<file path="config.mk">
export PLATFORM = sky130hd
export DESIGN_NAME = pwm_multi_gen
export DESIGN_NICKNAME = d
export VERILOG_FILES = /design/src/rtl/pwm_multi_gen.sv
export SDC_FILE = /design/constraint.sdc
export NUM_CORES = 1
export LEC_CHECK = 0
export ABC_AREA = 1
export CORE_MARGIN = 2
export CORE_UTILIZATION = 54
export DETAILED_ROUTE_END_ITERATION = 6
export GPL_TIMING_DRIVEN = 0
export PLACE_DENSITY = 0.87
export SYNTH_ARGS = -nofsm -noshare
export SYNTH_HDL_FRONTEND = slang
export SYNTH_SLANG_ARGS = --single-unit
</file>
<file path="constraint.sdc">
create_clock -name clk -period 3.6 [get_ports clk]
set_input_delay 0.72 -clock clk [delete_from_list [all_inputs] [get_ports clk]]
set_output_delay 0.72 -clock clk [all_outputs]
set_load 0.01 [all_outputs]
</file>
<file path="src/rtl/pwm_multi_gen.sv">
// Multi-channel PWM generator: a shared period counter and debounce tick drive
// per-channel button debounce, saturating duty arithmetic and a boundary-loaded duty.

module pwm_chan #(
    parameter int CNT_W     = 8,
    parameter int PERIOD    = 100,
    parameter int STEP      = 10,
    parameter int INIT_DUTY = 50,
    parameter int OFF       = 0
) (
    input  logic             clk,
    input  logic             reset,
    input  logic             inc_raw,
    input  logic             dec_raw,
    input  logic             sample_en,
    input  logic [CNT_W-1:0] cnt,
    input  logic             last,
    output logic             pwm,
    output logic [CNT_W-1:0] duty
);
    localparam logic [CNT_W:0]   PER_X  = (CNT_W+1)'(PERIOD);
    localparam logic [CNT_W:0]   STEP_X = (CNT_W+1)'(STEP);
    localparam logic [CNT_W:0]   OFF_X  = (CNT_W+1)'(OFF);
    localparam logic [CNT_W-1:0] INIT_D = CNT_W'(INIT_DUTY);

    logic [1:0]       inc_sync, dec_sync;
    logic             inc_smp, dec_smp, inc_evt, dec_evt;
    logic [CNT_W-1:0] target, active, target_nxt, ph;
    logic [CNT_W:0]   inc_sum, ph_sum;

    always_ff @(posedge clk or posedge reset) begin
        if (reset) begin
            inc_sync <= '0;
            dec_sync <= '0;
            inc_smp  <= 1'b0;
            dec_smp  <= 1'b0;
            inc_evt  <= 1'b0;
            dec_evt  <= 1'b0;
        end else begin
            inc_sync <= {inc_sync[0], inc_raw};
            dec_sync <= {dec_sync[0], dec_raw};
            if (sample_en) begin
                inc_smp <= inc_sync[1];
                dec_smp <= dec_sync[1];
                inc_evt <= inc_sync[1] & ~inc_smp;
                dec_evt <= dec_sync[1] & ~dec_smp;
            end else begin
                inc_evt <= 1'b0;
                dec_evt <= 1'b0;
            end
        end
    end

    // Sum kept one bit wider so a clamp at PERIOD can never wrap.
    always_comb begin
        inc_sum    = {1'b0, target} + STEP_X;
        target_nxt = target;
        if (inc_evt && !dec_evt)
            target_nxt = (inc_sum > PER_X) ? PER_X[CNT_W-1:0] : inc_sum[CNT_W-1:0];
        else if (dec_evt && !inc_evt)
            target_nxt = ({1'b0, target} < STEP_X) ? '0 : target - STEP_X[CNT_W-1:0];
    end

    // OFF < PERIOD, so one conditional subtract gives the modulo.
    always_comb begin
        ph_sum = {1'b0, cnt} + OFF_X;
        ph     = (ph_sum >= PER_X) ? CNT_W'(ph_sum - PER_X) : ph_sum[CNT_W-1:0];
    end

    always_ff @(posedge clk or posedge reset) begin
        if (reset) begin
            target <= INIT_D;
            active <= INIT_D;
            pwm    <= 1'b0;
        end else begin
            target <= target_nxt;
            if (last)
                active <= target;
            pwm <= (ph < active);
        end
    end

    assign duty = active;
endmodule

module pwm_multi_gen #(
    parameter int CHANNELS  = 4,
    parameter int CNT_W     = 8,
    parameter int PERIOD    = 100,
    parameter int STEP      = 10,
    parameter int INIT_DUTY = 50,
    parameter int DEB_DIV   = 4,
    parameter int STAGGER   = 1
) (
    input  logic                      clk,
    input  logic                      reset,
    input  logic [CHANNELS-1:0]       inc_btn,
    input  logic [CHANNELS-1:0]       dec_btn,
    output logic [CHANNELS-1:0]       pwm_out,
    output logic [CHANNELS*CNT_W-1:0] duty_o,
    output logic                      period_start
);
    localparam int               DIV_W    = (DEB_DIV > 1) ? $clog2(DEB_DIV) : 1;
    localparam logic [DIV_W-1:0] DIV_LAST = DIV_W'(DEB_DIV - 1);
    localparam logic [CNT_W-1:0] CNT_LAST = CNT_W'(PERIOD - 1);

    logic [CNT_W-1:0]                cnt;
    logic [DIV_W-1:0]                div;
    logic                            last, sample_en;
    logic [CHANNELS-1:0][CNT_W-1:0]  duty_a;

    assign last      = (cnt == CNT_LAST);
    assign sample_en = (div == DIV_LAST);

    always_ff @(posedge clk or posedge reset) begin
        if (reset) begin
            cnt          <= '0;
            div          <= '0;
            period_start <= 1'b0;
        end else begin
            cnt          <= last ? '0 : cnt + 1'b1;
            div          <= sample_en ? '0 : div + 1'b1;
            period_start <= last;
        end
    end

    for (genvar i = 0; i < CHANNELS; i++) begin : g_ch
        pwm_chan #(
            .CNT_W    (CNT_W),
            .PERIOD   (PERIOD),
            .STEP     (STEP),
            .INIT_DUTY(INIT_DUTY),
            .OFF      (STAGGER != 0 ? i * (PERIOD / CHANNELS) : 0)
        ) u_ch (
            .clk      (clk),
            .reset    (reset),
            .inc_raw  (inc_btn[i]),
            .dec_raw  (dec_btn[i]),
            .sample_en(sample_en),
            .cnt      (cnt),
            .last     (last),
            .pwm      (pwm_out[i]),
            .duty     (duty_a[i])
        );
    end

    assign duty_o = duty_a;
endmodule

</file>
## Word level (Yosys, flattened, before mapping)

Index checks and enable logic that the tools add are counted.

- Register bits: 111
- Input bits: 10
- Logic and storage cells: 140

- $add $sub $neg: 17
- Order comparisons: 16
- Equality and inequality tests: 2
- Multiplexer cells: 30
- Bitwise operators: 16
- Reductions and logical operators: 20

Operator list:

| operator | count |
|---|---|
| $mux 8 | 21 |
| $add 8x4->9 const B | 4 |
| $gt 9x7->1 const B | 4 |
| $lt 8x4->1 const B | 4 |
| $lt 8x8->1 | 4 |
| $sub 8x4->8 const B | 4 |
| $sub 8x7->8 const B | 4 |
| $ge 9x7->1 const B | 3 |
| $add 8x5->9 const B | 1 |
| $add 8x6->9 const B | 1 |
| $add 8x7->9 const B | 1 |
| $add 8x1->8 const B | 1 |
| $and 1x1->1 | 8 |
| $eq 8x7->1 const B | 1 |
| $ge 8x7->1 const B | 1 |
| $logic_and 1x1->1 | 8 |
| $logic_not 1->1 | 8 |
| $mux 1 | 8 |
| $not 1->1 | 8 |
| $reduce_bool 2->1 | 4 |
| $add 2x1->2 const B | 1 |
| $eq 2x2->1 const B | 1 |
| $mux 2 | 1 |

## Depth between registers and ports, before layout

- Word-level depth: 4
- Mapped depth: 20
- Mapped depth without buffers: 20

## By module

From an unflattened synthesis, not the netlist that was laid out.

- Cell total of the unflattened synthesis: 977
- Area, all modules: 7239.4 µm²

Modules (own cells, without submodules):

| module | instances | cells each | area each (µm²) | sequential area each (µm²) |
|---|---|---|---|---|
| pwm_chan at g_ch[1].u_ch | 1 | 246 | 1773.0 | 583.1 |
| pwm_chan at g_ch[3].u_ch | 1 | 233 | 1737.9 | 583.1 |
| pwm_chan at g_ch[2].u_ch | 1 | 242 | 1707.9 | 583.1 |
| pwm_chan at g_ch[0].u_ch | 1 | 197 | 1520.2 | 583.1 |
| pwm_multi_gen | 1 | 59 | 500.5 | 275.3 |

## Least setup slack after synthesis

No wires, ideal clock.

- Path type: register to register
- Start point: register cnt[2]
- End point: register g_ch[2].u_ch.pwm
- Data arrival time: 2440 ps
- Data required time: 3512 ps
- Slack: 1072 ps
- Stages on the path, launching flop included: 21
- Path buffers: 0
- Period minus slack after synthesis: 2528 ps
- Cells stage by stage: dfrtp_1 > ha_1 > nand2_1 > inv_1 > nor2_1 > inv_2 > ha_1 > nand2_1 > nor2_1 > nand3_1 > nand2_1 > nor2_4 > nand2_1 > nand2_1 > inv_1 > ha_1 > nand2_1 > inv_1 > o21ai_0 > nand2_1 > a41oi_1

- Cells in the longest elaborated chain, start to end: 4
- Elaborated cells on any way between the ends: 5
- Classes of those cells: add/sub: 2; order compare: 2; mux: 1

Ends and longest elaborated chain:

| element | RTL line | RTL |
|---|---|---|
| from (decl) | 107 | `logic [CNT_W-1:0] cnt;` |
| from (signal assigned) | 121 | `cnt <= last ? '0 : cnt + 1'b1;` |
| $add 8x6->9 (*) | 66 | `ph_sum = {1'b0, cnt} + OFF_X;` |
| $sub 8x7->8 / $ge 9x7->1 (equally long branches) | 67 | `ph = (ph_sum >= PER_X) ? CNT_W'(ph_sum - PER_X) : ph_sum[CNT_W-1:0];` |
| $mux 8 (*) | 67 |  |
| $lt 8x8->1 (*) | 79 | `pwm <= (ph < active);` |
| to (signal assigned) | 79 |  |
| to (decl) | 18 | `output logic pwm,` |

Every way passes the cells marked *; elsewhere a longest branch is shown, timed or not.
A chain may end at the register's enable or synchronous reset.

## Worst setup path after layout

- Start point: register cnt[1]
- End point: register g_ch[3].u_ch.pwm

- Cells in the longest elaborated chain, start to end: 4
- Elaborated cells on any way between the ends: 5
- Classes of those cells: add/sub: 2; order compare: 2; mux: 1

Ends and longest elaborated chain:

| element | RTL line |
|---|---|
| $add 8x7->9 (*) | 66 |
| $sub 8x7->8 / $ge 9x7->1 (equally long branches) | 67 |
| $mux 8 (*) | 67 |
| $lt 8x8->1 (*) | 79 |
| to (signal assigned) | 79 |
| to (decl) | 18 |

Marks and branches as above.

==> qor.yml <==
floorplanning:
  rows: 41
  coreArea_mm2: 0.0126
  num_io_pins: 47
  die_area_mm2: 0.0137
  start_util_pct: 55.0
  die_y_um: 117
  die_w_um: 117
detailed_routing:
  vias: 6004
  via_per_inst: 5.22
  wl_per_cell_um: 13.2
  routed_wl_mm: 15.2
  drc: 0
  drt_pass1_iterations: 7
  initialDrtViolationCount: 339
  postRouteAntennaNets: 0
global_route:
  grt_overflow: 0
  grt_max_degree: 58
  grt_pass1_wl_mm: 25.8
  antenna_found_initial: 0
  grt_pass1_vias: 5651
  grt_usage_pct: 23.8
synthesis:
  synthDistinctLibCells: 39
  netlist_area_mm2: 0.00692
  async_flop_share_pct: 100
  synth-edff-count: 0
  yosysTopAreaCell: "dfrtp_1"
  synthTopCellsByArea: "dfrtp_1 29%, nand2_1 12%, ha_1 11%"
  syn_area_per_cell_um2: 7.54
  synth_warnings: 0
  ys_seq_area_share_pct: 37.7
  syn_inst: 917
  ys.flop_type: "dfrtp_1"
  synth_top_area_share_pct: 28.6
  ys_ff_latch: 103
timing:
  fin_crit_sh_pct: 85.4
  fin_ws_ns: 0.525
  max_slew_margin_pct: 60.7
  skew_ns: 0.00858
  rsz0062_at_grt: "false"
  final.min_clock_period_ns: 3.07
  finalMaxSlewViolations: 0
  hold_viol: 0
  fmax_mhz: 325
  worst_pin_slew_ns: 0.589
  report.final.setup_viol: 0
power_and_ir_drop:
  p_int_w: 0.00262
  peakVddDrop_v: 0.000401
  pwr-share-seq_pct: 37.4
  p_clk_share_pct: 28.8
  p_leak_nw: 4.03
  powerDensity_mw_per_mm2: 521
  switching_share_pct: 36.8
  comb_power_share_pct: 33.7
  p_switching_w: 0.00153
cts:
  ctsResizeCount: 0
  clkSinkCount: 103
  htree_levels: 3
  clock_path_buffers: 2
  postCtsHoldBufs: 0
  clock_latency_ns: 0.36
  postCtsSetupBuffers: 0
  cts_tree: "done"
  clk_pin_slew_worst_paths_ns: 0.06
  clock-root-buffer: "clkbuf_16"
  cts_made_buffers: 9
worst_setup_path:
  rr_startpoint: "cnt[1]$_DFF_PP0_"
  cp_max_fo: 9
  r2r_setup_slack_ns: 0.53
  criticalPathCategory: "reg2reg"
  cp.required_ns: 3.87
  critPathCaptureType: "flip-flop"
  startpoint: "cnt[1]$_DFF_PP0_"
  cp.arrival_ns: 3.34
  critPathLaunchType: "flip-flop"
place:
  port_buffers: 42
  pre_cts_slack_ns: 0.601
  hpwl_mm: 10.9
  gp_congestion: 0.969
min_path:
  hp-start: "g_ch[0].u_ch.inc_sync[0]$_DFF_PP0_"
  min_path_type: "reg2reg"
layout:
  layout-drive-gt1-share_pct: 9.60
  nNetsFinal: 1043
  n_antenna_cell: 0
  final_core_util_pct: 63.3
  area_growth_pct: 15.0
flow_run:
  max_cap_viol_count: 0
status:
  status: "finished, final reports clean"
-- cell families after synthesis --
| kind of cell | Yosys count | share of synthesized area (%) |
|---|---|---|
| AO/OA/AOI/OAI | 171 | 12.9 |
| XOR/XNOR | 38 | 5.03 |
| adder cells (fa/ha/maj) | 59 | 10.7 |
| buffers and inverters | 179 | 10.8 |
| flip-flops | 103 | 37.7 |
| multiplexers | 4 | 0.579 |
| other | 1 | 0.0542 |
| AND/OR/NAND/NOR | 362 | 22.3 |
-- worst max-delay path, cell delays in order (launching register included) --
cell and delay (ns):
dfrtp_1 0.55, inv_1 0.19, ha_1 0.27, nand2_1 0.10
nand3_1 0.09, nand2_1 0.16, inv_1 0.10, ha_1 0.21
nand3_1 0.11, nor2_2 0.06, nor2_2 0.19, nand2_2 0.13
nand2_1 0.08, o21ai_1 0.06, ha_1 0.29, a21oi_1 0.12
o21ai_0 0.11, a21oi_1 0.17
-- layout make-up --
cell class                      instances  area (µm²)
Sequential cell                       103        2610
Clock buffer                           10         229
Tap cell                              172         215
Inverter                              149         562
Clock inverter                          6         134
Fill cell                            1032        4610
Timing Repair Buffer                   43         448
Multi-Input combinational cell        638        3570
Buffer                                 30         189
-- layout by cell type (no fill, tap or decap), types with 24 or more instances in the layout --
master,n
nand2_1,214
inv_1,141
o21ai_0,91
dfrtp_1,79
a21oi_1,62
nor2_1,59
ha_1,59
clkdlybuf4s50_1,42
nand3_1,36
xor2_1,32
dfstp_2,24
-- synthesized netlist by cell type (3+ instances only) --
cell type,n
nand2_1,214
inv_1,142
o21ai_0,91
dfrtp_1,79
a21oi_1,62
ha_1,59
nor2_1,59
nand3_1,36
xor2_1,32
dfstp_2,24
nor3_1,18
nand2_2,12
buf_4,10
clkbuf_1,8
nand4_1,8
o211ai_1,6
a22oi_1,5
buf_2,5
inv_2,5
nor2_2,5
clkbuf_2,4
mux2i_1,4
o21ai_1,4
xnor2_1,4
nor2_4,3
-- power groups by stage --
| stage | combinational (W) | sequential, W | clock, W |
|---|---|---|---|
| after floorplan | 0.00112 | 0.00151 | 0 |
| after global placement | 0.00133 | 0.00156 | 0 |
| after detailed placement | 0.00135 | 0.00156 | 0 |
| after CTS | 0.00138 | 0.00154 | 0.00121 |
| after global routing | 0.00162 | 0.00158 | 0.00126 |
| final | 0.00140 | 0.00155 | 0.00120 |
-- metrics by stage --
step	cells	setup TNS (ns)	instance area [µm²]	total power [W]	hold slack [ns]
after floorplan	920	0	6930	0.00264	0.331
after global placement	1134	-109.46	7560	0.00289	0.332
after detailed placement	1135	0	7590	0.00292	0.337
after CTS	1151	0	7960	0.00413	0.352
after global routing	1151	0	7960	0.00446	0.363
final	1151	0	7960	0.00414	0.349
-- state kept, by name, summed over array words and instances, names as in the netlist --
name and cells:
g_ch.u_ch.duty 28, g_ch.u_ch.target 28, cnt 8, g_ch.u_ch.dec_sync 8
g_ch.u_ch.inc_sync 8, g_ch.u_ch.dec_evt 4, g_ch.u_ch.dec_smp 4, g_ch.u_ch.inc_evt 4
g_ch.u_ch.inc_smp 4, g_ch.u_ch.pwm 4, div 2, period_start 1
-- worst paths after layout --
check	end	cells past startpoint
max	g_ch[3].u_ch.pwm$_DFF_PP0_	17
min	g_ch[0].u_ch.inc_sync[1]$_DFF_PP0_	0
max reg2reg	g_ch[3].u_ch.pwm$_DFF_PP0_	17
min reg2reg	g_ch[0].u_ch.inc_sync[1]$_DFF_PP0_	0
max in group asynchronous	g_ch[2].u_ch.target[5]$_DFFE_PP1P_	3
min in group asynchronous	g_ch[1].u_ch.target[6]$_DFFE_PP0P_	2
-- metal layers --
| layer | global-route usage (%) | up-vias | share of wire, % |
|---|---|---|---|
| met5 | 0 | - | 0 |
| met4 | 8.86 | 0 | 2.2 |
| met3 | 5.20 | 31 | 5.4 |
| met2 | 39.5 | 168 | 48 |
| met1 | 30.8 | 2791 | 44 |
| li1 | - | 3014 | - |
Note: power is estimated with default switching activity, not from simulation.
==> edit 1: new RTL, same flow settings <==
The output `period_start` loses its register stage (`period_start` becomes a continuous assignment).
--- a/src/rtl/pwm_multi_gen.sv
+++ b/src/rtl/pwm_multi_gen.sv
@@ -116,13 +116,13 @@
         if (reset) begin
             cnt          <= '0;
             div          <= '0;
-            period_start <= 1'b0;
         end else begin
             cnt          <= last ? '0 : cnt + 1'b1;
             div          <= sample_en ? '0 : div + 1'b1;
-            period_start <= last;
         end
     end
+
+    assign period_start = last;
 
     for (genvar i = 0; i < CHANNELS; i++) begin : g_ch
         pwm_chan #(
Formal check against the unedited RTL: no difference found for any inputs over 10 cycles, from zero or initial values and one cycle with reset high; that may be too few to reach the edited logic, so the function may still have changed.
==> edit 1 against the unedited design <==
Wire length up 1.2%; first-iteration DRC count up 6.2%; sequential cell count down 1; global-route usage up 0.27 points; design area down 1.3%; clock skew up 2.0 ps; setup slack worse by 280 ps; power down 5.9%; synthesized cell count down 0.11%; count of clock-buffer cells in the layout down 1; register-to-register slack worse by 95 ps; synthesized area down 0.36%; utilization down 0.58 points; via count up 0.88%; largest cell class unchanged.
==> edit 1: results (changes against the unedited design) <==
Status = completed
Core Area = 12500 sq um (-0.41%)
GR Util met1 = 31.2% (+0.39 points)
Sequential Area = 2580 sq um (-0.96%)
WP data arrival = 2630 ps (-710 ps)
Initial DRC Count = 360 (+6.2%)
Share of cells above drive strength 1 = 9.71% (+0.11 points)
Most frequent cells after synthesis = nand2_1, inv_1, o21ai_0, dfrtp_1, a21oi_1
Setup Skew = 10.6 ps (+2.04 ps)
Relative slew slack = 59.1% (-1.6 points)
Seq/Total Area, Yosys = 37.5% (-0.23 points)
Max FO, Critical Path = 10 (+1)
Int Pwr = 2330 uW (-11%)
Max IR drop VDD = 0.000344 V (-14%)
Vias per inst = 5.27 (+0.97%)
Global-route wire length before repair = 26.2 mm (+1.5%)
Pre-antenna DRT Iters = 5 (-2)
Initial antenna violation count = 0 (unchanged)
Routability Congestion = 0.954 (-1.6%)
Util after Layout = 62.7% (-0.58 points)
DP Worst Slack = 579 ps (-22.0 ps)
Vias in the first global route = 5706 (+0.97%)
Delay-heaviest family, CP = buffers and inverters
Largest stage delay, worst path = 590 ps (+40 ps)
Clock-pin slew on the worst setup and hold paths = 70 ps
Area contributors post-synth = dfrtp_1, nand2_1, ha_1, dfstp_2, inv_1
Largest net degree at the start of global routing = 59 (+1.7%)
Cells after synthesis = 916 (-0.11%)
Final #Nets = 1042 (-0.096%)
CTS root buffer = clkbuf_16
Post-placement cell area = 7570 sq um (-0.33%)
Share of power burned in registers = 39.5% (+2.1 points)
Total CTS buffers = 9 (unchanged)
Critical-path top delay cell = clkdlybuf4s50_1
Wirelength per Cell = 13.4 um (+1.3%)
Met2 Use GR = 40.2% (+0.73 points)
Static Leakage = 0.00397 uW (-1.4%)
Clock sink count = 102 (-0.97%)
Switching share of total power = 40.2% (+3.3 points)
M1 WL = 6.64 mm (-0.42%)
Fillers = 1087 (+5.3%)
Cell Count, Final, Fillers Out = 1150 (-0.087%)
Met3 Wirelength = 832 um (+0.85%)
Synth Flop Type = dfrtp_1
Signal buffers share of area = 8.11% (+0.11 points)
Met3 usage = 3.91% (-1.3 points)
DR WL met2 = 7.52 mm (+2.1%)
Total GRT Usage = 24.1% (+0.27 points)
[edit 1: cell count changes after synthesis]
cell	delta
dfrtp_1	-1
[edit 1: kinds of logic after synthesis]
family          Yosys count  share of synthesized area [%]
simple gates            362                           22.3
other cells               1                         0.0544
buf+inv                 179                           10.9
flops                   102                           37.5
xor+xnor                 38                           5.05
compound gates          171                           12.9
fa+ha+maj                59                           10.7
mux                       4                          0.581
[edit 1: final timing paths]
kind / start / endpoint / slack [ps] / cells past startpoint
max reg2reg: cnt[1] / g_ch[3].u_ch.pwm / 430 / 17
max: cnt[1] / period_start / 250 / 6
min: g_ch[1].u_ch.dec_sync[0] / g_ch[1].u_ch.dec_sync[1] / 350 / 0
min in group asynchronous: reset / g_ch[3].u_ch.dec_sync[0] / 780 / 2
min reg2reg: g_ch[1].u_ch.dec_sync[0] / g_ch[1].u_ch.dec_sync[1] / 350 / 0
max in group asynchronous: reset / g_ch[1].u_ch.target[4] / 2090 / 3
==> edit 2: new RTL, config.mk and constraints unchanged <==
Made on the original files. `DEB_DIV`: 4 -> 8.
--- a/src/rtl/pwm_multi_gen.sv
+++ b/src/rtl/pwm_multi_gen.sv
@@ -89,7 +89,7 @@
     parameter int PERIOD    = 100,
     parameter int STEP      = 10,
     parameter int INIT_DUTY = 50,
-    parameter int DEB_DIV   = 4,
+    parameter int DEB_DIV   = 8,
     parameter int STAGGER   = 1
 ) (
     input  logic                      clk,
Behaviour: no difference found for any inputs over 10 cycles, from zero or initial values and one cycle with reset high; that may be too few to reach the edited logic, so the function may still have changed.
==> edit 2 against the unedited design <==
Worst hold slack barely moved; setup slack improved by 67 ps; power fell by 5.2%; die area rose by 0.37%; sequential cell count rose by 1; sequential share of layout area rose by 0.46 points; wire length fell by 0.65%; combinational power fell by 4%; utilization fell by 0.27 points; synthesized area rose by 0.38%; via count rose by 1.3%; critical endpoint unchanged; largest cell class unchanged; critical path type unchanged; design area fell by 0.42%.
==> edit 2: results (changes against the unedited design) <==
Hold Path Depth = 0 (unchanged)
Status = completed
Syn_area_per_cell = 7.62 sq um (+1.0%)
Hold Path Class = flip-flop to flip-flop
Post-CTS Setup Bufs = 0 (unchanged)
Min-delay src = g_ch[1].u_ch.inc_sync[0]
Switching share of total power = 38.8% (+1.9 points)
DP HPWL = 11.0 mm (+0.62%)
Met2 Use GR = 37.7% (-1.8 points)
GR Util met1 = 29.5% (-1.2 points)
FF-to-FF End = g_ch[3].u_ch.pwm
Worst Hold End = g_ch[1].u_ch.inc_sync[1]
Static Leakage = 0.00400 uW (-0.73%)
Total CTS buffers = 9 (unchanged)
Final #Nets = 1038 (-0.48%)
Actual slew at the worst max-slew pin = 558 ps (-30.5 ps)
Max IR drop VDD = 0.000374 V (-6.8%)
Largest net degree at the start of global routing = 68 (+17%)
Cts repair resizes = 0 (unchanged)
Largest stage delay, worst path = 540 ps
Total GRT Usage = 23.0% (-0.83 points)
Netlist cell types = 42 (+7.7%)
R2R Setup Slk = 590 ps (+70 ps)
Fillers = 1061 (+2.8%)
Initial DRC Count = 391 (+15%)
Synth warn = 0 (unchanged)
Max FO, Critical Path = 9 (unchanged)
Routability Congestion = 0.947 (-2.3%)
Pre-antenna DRT Iters = 5 (-2)
Fraction of registers with async set/reset = 100% (unchanged)
Setup Skew = 8.65 ps (+0.0720 ps)
Worst r2r path cells = 19 (+2)
Num rows = 41 (unchanged)
Wirelength per Cell = 13.2 um (-0.13%)
Global-route wire length before repair = 26.3 mm (+2.0%)
Placed insts = 1129 (-0.53%)
Setup crit start = cnt[1]
Vias = 6085 (+1.3%)
Vias in the first global route = 5759 (+1.9%)
Share of cells above drive strength 1 = 9.56% (-0.044 points)
WP data arrival = 3280 ps (-60 ps)
Vias per inst = 5.31 (+1.9%)
Critical-path top delay cell = dfrtp_1
Met3 usage = 3.75% (-1.5 points)
CTS root buffer = clkbuf_16
Seq/Total Area, Yosys = 37.9% (+0.22 points)
Clock Latency Late Sink = 360 ps (about the same)
Most frequent cells after synthesis = nand2_1, inv_1, o21ai_0, dfrtp_1, a21oi_1
Delay-heaviest family, CP = simple AND/OR/NAND/NOR gates
Area contributors post-synth = dfrtp_1, nand2_1, ha_1, dfstp_2, inv_1
Max clock buf depth = 2 (unchanged)
[edit 2: changes by cell type after synthesis, sizes merged, moves of 2 or more]
cell	unedited run	this run
clkbuf	14	10
buf	16	18
o21ai	95	91
inv	147	144
a22oi	5	3
nand2	227	222
clkinv	2	4
a21oi	62	66
[edit 2: stage by stage]
stage / hold slack, ps / worst slack, ps / total power (uW) / cell area, sq um
global route: 356 / 293 / 4210 / 7920
detailed placement: 336 / 660 / 2880 / 7620
CTS: 353 / 630 / 3920 / 7920
global placement: 332 / -1360 / 2830 / 7590
finish: 349 / 592 / 3930 / 7920
floorplan: 331 / 188 / 2600 / 6950
[edit 2: routing by layer]
metal | wire (um) | vias to the layer above
met3 | 794 | 46
met5 | 0 | -
li1 | - | 3000
met2 | 7120 | 203
met4 | 540 | 0
met1 | 6650 | 2836
[edit 2: cell type report]
class                   count  share of cell area (%)
inverters                 148                    7.04
plain buffers              28                    2.05
flip-flops and latches    104                    33.2
multi-input cells         634                    45.5
repair buffers             43                    5.65
well taps                 172                    2.72
clock inverters             7                   0.979
clock buffers               9                    2.84
[edit 2: cell families (layout without fill, tap and decap cells)]
kind of cell               Yosys count  after routing  share of synthesized area [%]
and+or+nand+nor                    357            357                           22.2
other                                1              4                         0.0540
AOI/OAI and AO/OA                  169            169                           12.6
muxes                                4              4                          0.577
DFF                                104            104                           37.9
buffers and inverters              176            235                           10.3
xor gates and xnor gates            40             40                           5.43
adders and majority gates           60             60                           10.8
[edit 2: power by group through the flow]
stage	sequential (uW)	combinational, uW	clock (uW)
after CTS	1550	1330	1030
after detailed placement	1570	1300	0
after global routing	1580	1550	1080
after global placement	1570	1260	0
after floorplan	1520	1080	0
final	1560	1350	1010
